### src/rtl/csr_writer_pkg.sv
`default_nettype none
// ============================================================================
// Module : csr_writer_pkg
// Brief  : CSR addresses, access opcodes, FSM states and write masks.
// Rev    : 1.0
// ============================================================================
package csr_writer_pkg;

  localparam logic [11:0] CSR_MSTATUS  = 12'h300;
  localparam logic [11:0] CSR_MTVEC    = 12'h305;
  localparam logic [11:0] CSR_MSCRATCH = 12'h340;
  localparam logic [11:0] CSR_MEPC     = 12'h341;
  localparam logic [11:0] CSR_MCAUSE   = 12'h342;
  localparam logic [11:0] CSR_MTVAL    = 12'h343;
  localparam logic [11:0] CSR_CYCLE    = 12'hC00;
  localparam logic [11:0] CSR_TIME     = 12'hC01;
  localparam logic [11:0] CSR_INSTRET  = 12'hC02;
  localparam logic [11:0] CSR_CYCLEH   = 12'hC80;
  localparam logic [11:0] CSR_TIMEH    = 12'hC81;
  localparam logic [11:0] CSR_INSTRETH = 12'hC82;
  localparam logic [11:0] CSR_MHARTID  = 12'hF14;

  typedef enum logic [1:0] {
    OP_RSVD = 2'b00,
    OP_RW   = 2'b01,
    OP_RS   = 2'b10,
    OP_RC   = 2'b11
  } csr_op_e;

  typedef enum logic [1:0] {
    ST_IDLE  = 2'd0,
    ST_READ  = 2'd1,
    ST_WRITE = 2'd2,
    ST_RESP  = 2'd3
  } state_e;

  localparam logic [31:0] MSTATUS_WMASK = 32'h0000_0088;
  localparam logic [31:0] ALIGN4_WMASK  = 32'hFFFF_FFFC;

  // The whole 0xC00-0xFFF quadrant is read-only and owned by the counter block.
  function automatic logic csr_is_ro(input logic [11:0] adr);
    return adr[11:10] == 2'b11;
  endfunction

  function automatic logic csr_is_writable(input logic [11:0] adr);
    case (adr)
      CSR_MSTATUS, CSR_MTVEC, CSR_MSCRATCH,
      CSR_MEPC, CSR_MCAUSE, CSR_MTVAL: return 1'b1;
      default:                         return 1'b0;
    endcase
  endfunction

  function automatic logic [31:0] csr_wmask(input logic [11:0] adr);
    case (adr)
      CSR_MSTATUS:          return MSTATUS_WMASK;
      CSR_MTVEC, CSR_MEPC:  return ALIGN4_WMASK;
      default:              return 32'hFFFF_FFFF;
    endcase
  endfunction

endpackage
`default_nettype wire

### src/rtl/csr_writer_if.sv
`default_nettype none
// ============================================================================
// Module : csr_writer_if
// Brief  : Core-side START/DONE access handshake of the CSR writer.
// Rev    : 1.0
// ============================================================================
interface csr_writer_if;
  logic        START;
  logic [1:0]  OP;
  logic [11:0] ADR;
  logic [31:0] WDATA;
  logic        WR_EN;
  logic        BUSY;
  logic        DONE;
  logic [31:0] RDATA;
  logic        ILLEGAL;

  modport master (
    output START, OP, ADR, WDATA, WR_EN,
    input  BUSY, DONE, RDATA, ILLEGAL
  );

  modport slave (
    input  START, OP, ADR, WDATA, WR_EN,
    output BUSY, DONE, RDATA, ILLEGAL
  );
endinterface
`default_nettype wire

### src/rtl/csr_modify.sv
`default_nettype none
// ============================================================================
// Module : csr_modify
// Brief  : Combinational RW/RS/RC new-value computation with per-CSR mask.
// Rev    : 1.0
// ============================================================================
module csr_modify
  import csr_writer_pkg::*;
(
  input  wire csr_op_e     i_op,
  input  wire logic [11:0] i_adr,
  input  wire logic [31:0] i_old,
  input  wire logic [31:0] i_wdata,
  output logic [31:0]      o_new
);

  logic [31:0] w_raw;

  always_comb begin
    w_raw = i_old;
    case (i_op)
      OP_RW:   w_raw = i_wdata;
      OP_RS:   w_raw = i_old | i_wdata;
      OP_RC:   w_raw = i_old & ~i_wdata;
      default: w_raw = i_old;
    endcase
  end

  assign o_new = w_raw & csr_wmask(i_adr);

endmodule
`default_nettype wire

### src/rtl/csr_writer.sv
`default_nettype none
// ============================================================================
// Module : csr_writer
// Brief  : Zicsr read-modify-write engine for the writable M-mode CSRs.
//          Macro CSR_ILLEGAL_TRAP_EN enables illegal-access detection.
// Rev    : 1.0
// ============================================================================
module csr_writer
  import csr_writer_pkg::*;
#(
  parameter logic [31:0] MTVEC_RESET = 32'h0000_0000
) (
  input  wire logic        CLK,
  input  wire logic        RES,
  csr_writer_if.slave      bus,
  output logic [11:0]      CNT_ADR,
  input  wire logic [31:0] CNT_DATA,
  output logic [31:0]      MTVEC_OUT,
  output logic [31:0]      MEPC_OUT,
  output logic             MIE_OUT
);

  state_e      r_state;
  state_e      w_next;

  csr_op_e     r_op;
  logic [11:0] r_adr;
  logic [31:0] r_wdata;
  logic        r_wr_en;
  logic [31:0] r_rdata;
  logic        r_illegal;

  logic        r_mie;
  logic        r_mpie;
  logic [31:0] r_mtvec;
  logic [31:0] r_mscratch;
  logic [31:0] r_mepc;
  logic [31:0] r_mcause;
  logic [31:0] r_mtval;

  logic [31:0] w_local;
  logic [31:0] w_old;
  logic [31:0] w_new;
  logic        w_ro;
  logic        w_writable;
  logic        w_wr_attempt;
  logic        w_illegal;
  logic        w_commit;

  always_ff @(posedge CLK) begin
    if (RES) r_state <= ST_IDLE;
    else     r_state <= w_next;
  end

  always_comb begin
    w_next = r_state;
    case (r_state)
      ST_IDLE:  if (bus.START) w_next = ST_READ;
      ST_READ:  w_next = ST_WRITE;
      ST_WRITE: w_next = ST_RESP;
      ST_RESP:  w_next = ST_IDLE;
      default:  w_next = ST_IDLE;
    endcase
  end

  always_comb begin
    w_local = 32'h0;
    case (r_adr)
      CSR_MSTATUS:  w_local = {24'h0, r_mpie, 3'b000, r_mie, 3'b000};
      CSR_MTVEC:    w_local = r_mtvec;
      CSR_MSCRATCH: w_local = r_mscratch;
      CSR_MEPC:     w_local = r_mepc;
      CSR_MCAUSE:   w_local = r_mcause;
      CSR_MTVAL:    w_local = r_mtval;
      default:      w_local = 32'h0;
    endcase
  end

  assign w_ro         = csr_is_ro(r_adr);
  assign w_writable   = csr_is_writable(r_adr);
  assign w_old        = w_ro ? CNT_DATA : w_local;
  assign w_wr_attempt = (r_op == OP_RW) || r_wr_en;

`ifdef CSR_ILLEGAL_TRAP_EN
  assign w_illegal = (r_op == OP_RSVD) || (!w_ro && !w_writable) ||
                     (w_ro && w_wr_attempt);
`else
  assign w_illegal = 1'b0;
`endif

  // Read-only and unimplemented targets never commit, so dropped writes
  // in the non-trapping build need no separate path.
  assign w_commit = (r_state == ST_WRITE) && w_writable && !r_illegal &&
                    (r_op != OP_RSVD) && w_wr_attempt;

  csr_modify u_modify (
    .i_op    (r_op),
    .i_adr   (r_adr),
    .i_old   (r_rdata),
    .i_wdata (r_wdata),
    .o_new   (w_new)
  );

  always_ff @(posedge CLK) begin
    if (RES) begin
      r_op       <= OP_RSVD;
      r_adr      <= 12'h0;
      r_wdata    <= 32'h0;
      r_wr_en    <= 1'b0;
      r_rdata    <= 32'h0;
      r_illegal  <= 1'b0;
      r_mie      <= 1'b0;
      r_mpie     <= 1'b0;
      r_mtvec    <= MTVEC_RESET & ALIGN4_WMASK;
      r_mscratch <= 32'h0;
      r_mepc     <= 32'h0;
      r_mcause   <= 32'h0;
      r_mtval    <= 32'h0;
    end else begin
      if (r_state == ST_IDLE && bus.START) begin
        r_op    <= csr_op_e'(bus.OP);
        r_adr   <= bus.ADR;
        r_wdata <= bus.WDATA;
        r_wr_en <= bus.WR_EN;
      end
      if (r_state == ST_READ) begin
        r_rdata   <= w_illegal ? 32'h0 : w_old;
        r_illegal <= w_illegal;
      end
      if (w_commit) begin
        case (r_adr)
          CSR_MSTATUS: begin
            r_mie  <= w_new[3];
            r_mpie <= w_new[7];
          end
          CSR_MTVEC:    r_mtvec    <= w_new;
          CSR_MSCRATCH: r_mscratch <= w_new;
          CSR_MEPC:     r_mepc     <= w_new;
          CSR_MCAUSE:   r_mcause   <= w_new;
          CSR_MTVAL:    r_mtval    <= w_new;
          default:      ;
        endcase
      end
    end
  end

  assign bus.BUSY    = (r_state != ST_IDLE);
  assign bus.DONE    = (r_state == ST_RESP);
  assign bus.RDATA   = r_rdata;
  assign bus.ILLEGAL = r_illegal;
  assign CNT_ADR     = r_adr;
  assign MTVEC_OUT   = r_mtvec;
  assign MEPC_OUT    = r_mepc;
  assign MIE_OUT     = r_mie;

endmodule
`default_nettype wire

### src/flat_wrapper.sv
// flat-port wrapper written by rule: the top's interface ports become plain ports
module csr_writer_flat import csr_writer_pkg::*;
#(
  parameter logic [31:0] MTVEC_RESET = 32'h0000_0000
)
  (CLK, RES, CNT_ADR, CNT_DATA, MTVEC_OUT, MEPC_OUT, MIE_OUT, bus_START, bus_OP, bus_ADR, bus_WDATA, bus_WR_EN, bus_BUSY, bus_DONE, bus_RDATA, bus_ILLEGAL);
  csr_writer_if bus_i ();
  input  wire logic CLK;
  input  wire logic RES;
  output logic [11:0] CNT_ADR;
  input  wire logic [31:0] CNT_DATA;
  output logic [31:0] MTVEC_OUT;
  output logic [31:0] MEPC_OUT;
  output logic MIE_OUT;
  input wire logic [$bits(bus_i.START)-1:0] bus_START;
  input wire logic [$bits(bus_i.OP)-1:0] bus_OP;
  input wire logic [$bits(bus_i.ADR)-1:0] bus_ADR;
  input wire logic [$bits(bus_i.WDATA)-1:0] bus_WDATA;
  input wire logic [$bits(bus_i.WR_EN)-1:0] bus_WR_EN;
  output wire logic [$bits(bus_i.BUSY)-1:0] bus_BUSY;
  output wire logic [$bits(bus_i.DONE)-1:0] bus_DONE;
  output wire logic [$bits(bus_i.RDATA)-1:0] bus_RDATA;
  output wire logic [$bits(bus_i.ILLEGAL)-1:0] bus_ILLEGAL;
  assign bus_i.START = bus_START;
  assign bus_i.OP = bus_OP;
  assign bus_i.ADR = bus_ADR;
  assign bus_i.WDATA = bus_WDATA;
  assign bus_i.WR_EN = bus_WR_EN;
  assign bus_BUSY = bus_i.BUSY;
  assign bus_DONE = bus_i.DONE;
  assign bus_RDATA = bus_i.RDATA;
  assign bus_ILLEGAL = bus_i.ILLEGAL;
  csr_writer #(.MTVEC_RESET(MTVEC_RESET)) u_core (.CLK(CLK), .RES(RES), .bus(bus_i), .CNT_ADR(CNT_ADR), .CNT_DATA(CNT_DATA), .MTVEC_OUT(MTVEC_OUT), .MEPC_OUT(MEPC_OUT), .MIE_OUT(MIE_OUT));
endmodule
### config.mk
export PLATFORM = sky130hd
export DESIGN_NAME = csr_writer_flat
export DESIGN_NICKNAME = d
export VERILOG_FILES = /design/src/rtl/csr_writer_pkg.sv /design/src/rtl/csr_writer_if.sv /design/src/rtl/csr_modify.sv /design/src/rtl/csr_writer.sv /design/src/flat_wrapper.sv
export SDC_FILE = /design/constraint.sdc
export NUM_CORES = 1
export LEC_CHECK = 0
export BUFFER_PORTS_ARGS = -buffer_cell sky130_fd_sc_hd__buf_4
export CELL_PAD_IN_SITES_DETAIL_PLACEMENT = 1
export CELL_PAD_IN_SITES_GLOBAL_PLACEMENT = 2
export CORE_ASPECT_RATIO = 1.1
export CORE_MARGIN = 4
export CORE_UTILIZATION = 32
export CTS_CLUSTER_DIAMETER = 40
export CTS_CLUSTER_SIZE = 28
export DETAILED_ROUTE_END_ITERATION = 8
export GPL_TIMING_DRIVEN = 0
export HOLD_SLACK_MARGIN = 0.02
export PLACE_DENSITY = 0.76
export SLEW_MARGIN = 20
export SYNTH_ARGS = -nofsm -noshare
export SYNTH_HDL_FRONTEND = slang
export SYNTH_SLANG_ARGS = --single-unit
### constraint.sdc
create_clock -name CLK -period 2.7 [get_ports CLK]
set_clock_uncertainty 0.15 [all_clocks]
set_input_delay 0.54 -clock CLK [delete_from_list [all_inputs] [get_ports CLK]]
set_output_delay 0.54 -clock CLK [all_outputs]
set_load 0.01 [all_outputs]
# Yosys cells after proc, flatten, opt, wreduce, memory -nomap -nowiden
# Index checks and enable logic that the tools add are counted.
[word_totals] out_inout_bits=112 latch_bits=0 rom_bits=0 mem_bits_rw=0 mem_count=0 ff_bits=243
[classes] eq_ne=14 div_mod_pow=0 mux=7 order_cmp=0 n_mul=0 reduce_logical=16 shifts=0 bitwise=4 add_sub_neg=0
[ops] cell="32-bit one-hot mux with 6 select lines" count=1
[ops] cell="32-bit one-hot mux with 3 select lines" count=1
[ops] cell="12-bit by 10-bit equality test with 1-bit output, second input constant" count=6
[ops] cell="32-bit bitwise AND" count=2
[ops] cell="32-bit one-hot mux with 2 select lines" count=1
[ops] cell="32-bit two-way mux" count=1
[ops] cell="32-bit inverter" count=1
[ops] cell="32-bit OR" count=1
[ops] cell="2-bit AND reduction" count=6
[ops] cell="2-bit equality test, second input constant" count=5
[ops] cell="2-bit one-hot mux with 4 select lines" count=1
[ops] cell="6-bit OR reduction" count=1
[ops] cell="2-bit by 1-bit equality test with 1-bit output, second input constant" count=2
[ops] cell="1-bit logical AND" count=4
[ops] cell="2-bit nonzero test" count=2
[ops] cell="2-bit logical NOT" count=1
[ops] cell="2-bit two-way mux" count=1
[ops] cell="2-bit != test, second input constant" count=1
[ops] cell="2-bit OR reduction" count=1
[ops] cell="1-bit logical OR" count=1
[ops] cell="1-bit two-way mux" count=1

# Logic depth before layout (Yosys ltp)
[depth] depth_word=7 mapped_depth=9

# Cells and area by module
# From an unflattened synthesis, not the netlist that was laid out.
[hier_totals] hier_cells=1464 hier_area_um2=11402.2
[by_module_without_submodules] mod="csr_writer" cells_each=1345 instances=1 seq_area_each_um2=4864.7 area_each_um2=10563.9
[by_module_without_submodules] mod="csr_modify" cells_each=119 instances=1 seq_area_each_um2=0.0 area_each_um2=838.3

# Least setup slack after synthesis
# OpenSTA, ideal clock, no wires.
[synth_path] kind="reg2reg" from="reg u_core.r_adr[7] (netlist: u_core.CNT_ADR[7])" to="reg u_core.r_mscratch[2]" arrival_time_ns=2.028 stages_incl_launch_ff=8 period_less_slack_ns=2.311 path_slack_ns=0.389 path_cell_list="dfxtp_1 or4_1 buf_2 or2_2 or3_1 clkbuf_1 nand2_1 a21oi_1"
[synth_between] elab_chain_len=7 elab_cells_between_ends=15 cone_classes="eq/ne: 6; mux: 2; bitwise: 1; reduce/logical: 6"
[synth_lines] item="from (decl)" line="csr_writer.sv:27" source="logic [11:0] r_adr;"
[synth_lines] item="from (signal assigned)" line="csr_writer.sv:122" source="r_adr <= bus.ADR;"
[synth_lines] item="12-bit by 10-bit equality test with 1-bit output (on tied branches)" line="csr_writer_pkg.sv:46, csr_writer_pkg.sv:54, csr_writer.sv:131"
[synth_lines] item="6-bit OR reduction" line="csr_writer_pkg.sv:46" source="case (adr)"
[synth_lines] item="1-bit two-way mux" line="csr_writer_pkg.sv:46"
[synth_lines] item="1-bit logical AND (2 in a row)" line="csr_writer.sv:93" source="assign w_commit = (r_state == ST_WRITE) && w_writable && !r_illegal &&"
[synth_lines] item="1-bit logical AND" line="csr_writer.sv:94" source="(r_op != OP_RSVD) && w_wr_attempt;"
[synth_lines] item="2-bit AND reduction (no line)"
[synth_lines] item="to (signal assigned)" line="csr_writer.sv:137" source="CSR_MSCRATCH: r_mscratch <= w_new;"
[synth_lines] item="to (decl)" line="csr_writer.sv:36" source="logic [31:0] r_mscratch;"
# Several ways; a longest one is shown, not always the timed one.
# A chain may end at the register's enable or synchronous reset.

# Worst setup path after layout
[layout_path] from="reg u_core.r_adr[11] (netlist: u_core.CNT_ADR[11])" to="reg u_core.r_mscratch[29]"
# The elaborated chain is that of the path after synthesis.

==> summary.txt <==
Finish
  – Layout fillers: 3968
  – Final core occ: between 40% and 50%
  – P&R area growth vs syn: 33.6%
  – Layout Nets: 1679
  – Fraction of layout cells with a size suffix above 1: a little under a quarter
  – Final non-filler cell area: around 0.014 mm2
  – # diodes: 0

Timing
  – Max transition margin: 41.7%
  – Max-slew violations: 0
  – Final Critical Period: 2.60 ns
  – Fin crit share: 96.4%
  – Final worst slack: 0.0980 ns
  – Fin Setup TNS: 0 ns
  – Final hold vios: 0
  – RSZ-0062 raised after global routing: true
  – Endpoints failing setup: 0
  – Max Freq: 384 MHz
  – Slew @ Worst Pin: a little under 0.9 ns

Placement
  – DP HPWL: 32100 um
  – Port bufs: 192
  – Post-place setup slack: -0.270 ns
  – Placed cell area: 0.0126 mm2
  – Placer Congestion: 0.814

CTS
  – Clock Path Buffers: 3
  – Cts hold-fix bufs: 0
  – Clock Sinks: 243
  – H-tree Lvls: 2
  – Cell at the root of the clock tree: clkbuf_16
  – CTS tree: yes
  – Reg clk slew, reported paths: 0.05 ns
  – Clk_lat worst skew: 0.52 ns
  – TritonCTS Buffers: 42

Drt
  – Routed WL: about 45000 um
  – Routed length per instance: 22.2 um
  – DRC errors left: 0
  – Final ANT Viol Nets: 0
  – Initial DRC Count: 574
  – Via count: 10700
  – Drt pass-1 iters: 4
  – Via density: 5.23

Global routing
  – Overall track demand over capacity in global routing: 24.3%
  – Largest net degree at the start of global routing: 11
  – Vias in the first global route: around 11000
  – First-pass GRT wire length: 67900 um
  – Antenna violations before repair: 0
  – Global route total overflow: 0

Synthesis
  – YS warnings: 0
  – XOR/XNOR Fraction of Synth Area: 0.164%
  – Post-synth top area cell: dfxtp_1
  – Primary FF master, synth: dfxtp_1
  – Distinct cells, synth: 48
  – Largest family of logic cells by synthesized area: simple AND/OR/NAND/NOR gates
  – Synth Area in Adders: 0.587%
  – Most numerous cell in the Yosys netlist: nand2_1
  – Mux cell area share after synthesis: 6.66%
  – #FFs+latches synth: 243
  – Seq/Total Area, Yosys: 45.7%
  – Cell area after synthesis: around 0.011 mm2
  – Simple-gate share of the synthesized area: about a quarter
  – Most frequent cells after synthesis: nand2_1 (491), a21oi_1 (262), dfxtp_1 (243)
  – Syn nets: around 1400
  – EDFF count, synth: 0
  – Async SR Flop Fraction: 0%
  – Top post-synthesis cells by area: dfxtp_1 (46%), nand2_1 (17%), a21oi_1 (12%)
  – Yosys top cell area share: 45.7%
  – Syn Inst Count: 1352
  – Synth Area in Compound Gates: 18.4%
  – Post-synthesis area per instance: 7.88 um2

Die
  – Die Y: roughly 200 um
  – Starting Density: around 33%
  – Full die area: 0.0363 mm2
  – Die width: 182 um
  – Core ar.: 0.0325 mm2
  – I/O Pins: 194
  – Rows: 69

Setup path
  – WS Path Type: reg -> reg
  – R2r startpoint: u_core.CNT_ADR[11]$_SDFFE_PP0P_
  – Crit Path Max Fanout: 10
  – Critical path required time: ~2.9 ns
  – Worst setup SP type: flip-flop
  – CP Data Arrival Time: 2.81 ns
  – CP Capture Type: flip-flop
  – CP startpoint: u_core.CNT_ADR[11]$_SDFFE_PP0P_

Run
  – Max_cap viols: 0

Hold path
  – Hold WC Path Type: in -> reg
  – Hold Crit Start: bus_WDATA[9]

Pwr
  – VDD IR max: about 0.42 mV
  – Power per Cell Area: 864 mW/mm2
  – Lkg Pwr: 5.21 nW

Outcome
  – Status: completed
==> stage by stage <==
step	std cells	hold WS (ns)	total power, mW
6_report	2049	0.117	12.3
2_1_floorplan	1352	0.279	5.82
3_5_place_dp	1971	0.293	7.06
5_1_grt	2049	0.113	12.9
4_1_cts	2047	0.104	12.4
3_3_place_gp	1970	0.285	6.99
==> final cells by class <==
cell class,count,area [um2],area share [%]
plain buffers,116,587,4.12
clock buffers,55,1190,8.37
clock inverters,20,206,1.45
inverters,3,11.3,0.0791
multi-input cells,989,5350,37.6
flip-flops and latches,243,4860,34.2
well taps,426,533,3.75
repair buffers,197,1490,10.4
==> cells in the final DEF (no fill, tap or decap), types with 3 or more instances in the layout <==
cell type   count
clkinv_2        7
clkinvlp_4      5
inv_1           3
mux4_2         31
ha_1            5
and2_1          5
a21o_1          7
buf_6           4
nand3b_1        3
nor3_1         24
clkbuf_1       56
o21ai_0         4
o2bb2ai_1      27
clkbuf_4        5
nor3_2          6
clkbuf_16      43
clkbuf_8        7
clkbuf_2       27
a21oi_1       260
nand3_1         4
buf_2          15
a211oi_1       32
buf_4         203
buf_1           5
bufinv_16       3
dfxtp_1       243
nor2_1         38
nor3b_1        10
a21oi_2         3
a211oi_2        3
clkinv_4        4
nand2_1       491
==> layer usage <==
layer | vias to the layer above | share of wire [%] | global-route usage [%]
met1 | 5256 | 44 | 31.9
met2 | 310 | 49 | 42.3
li1 | 5084 | - | -
met4 | 0 | 2.2 | 5.34
met5 | - | 0 | 0
met3 | 72 | 5.6 | 3.97
==> worst max-delay path, stage by stage (launching register included) <==
cell,delay (ns)
dfxtp_1,0.35
nand4bb_4,0.35
or4b_2,0.73
or3_1,0.43
buf_2,0.26
nand2_1,0.11
a21oi_1,0.07
==> what timing repair did <==
item                       4_1_cts  5_1_grt
buffers inserted                 2        1
cloned                           0        1
setup endpoints to repair      144      180
pin swaps                        1        3
hold endpoints to repair         0        0
resized for setup               22       62
==> logic make-up (layout without fill, tap and decap cells) <==
logic type	Yosys count	in the layout
other	1	1
flip-flops	243	243
AO/OA/AOI/OAI	344	344
AND/OR/NAND/NOR	605	605
buffers and inverters	120	391
adder cells (fa/ha/maj)	5	5
multiplexers	32	32
XOR/XNOR	2	2
==> sequential cells by signal, summed over array words and instances, names as in the netlist <==
| register | count |
|---|---|
| u_core.r_wdata | 32 |
| u_core.MIE_OUT | 1 |
| u_core.r_mscratch | 32 |
| u_core.r_mcause | 32 |
| u_core.MTVEC_OUT | 32 |
| u_core.r_mpie | 1 |
| u_core.bus.RDATA | 32 |
| u_core.CNT_ADR | 12 |
| u_core.r_wr_en | 1 |
| u_core.r_op | 2 |
| u_core.MEPC_OUT | 32 |
| u_core.r_state | 2 |
| u_core.r_mtval | 32 |
==> where the power goes <==
part	internal, mW	leakage (nW)	switching (mW)	total, mW
sequential	3.89	1.97	0.341	4.23
combinational	1.02	2.56	1.77	2.79
clock	3.39	0.678	1.88	5.27
==> final timing paths <==
path	to	slack, ns	cells after the start
worst max register to register	u_core.r_mscratch[29]$_SDFFE_PP0P_	0.1	6
worst max-delay path	u_core.r_mscratch[29]$_SDFFE_PP0P_	0.1	6
worst min-delay path	u_core.r_wdata[9]$_SDFFE_PP0P_	0.12	3
worst min register to register	u_core.r_mscratch[14]$_SDFFE_PP0P_	0.30	2
(Power assumes the default switching activity.)
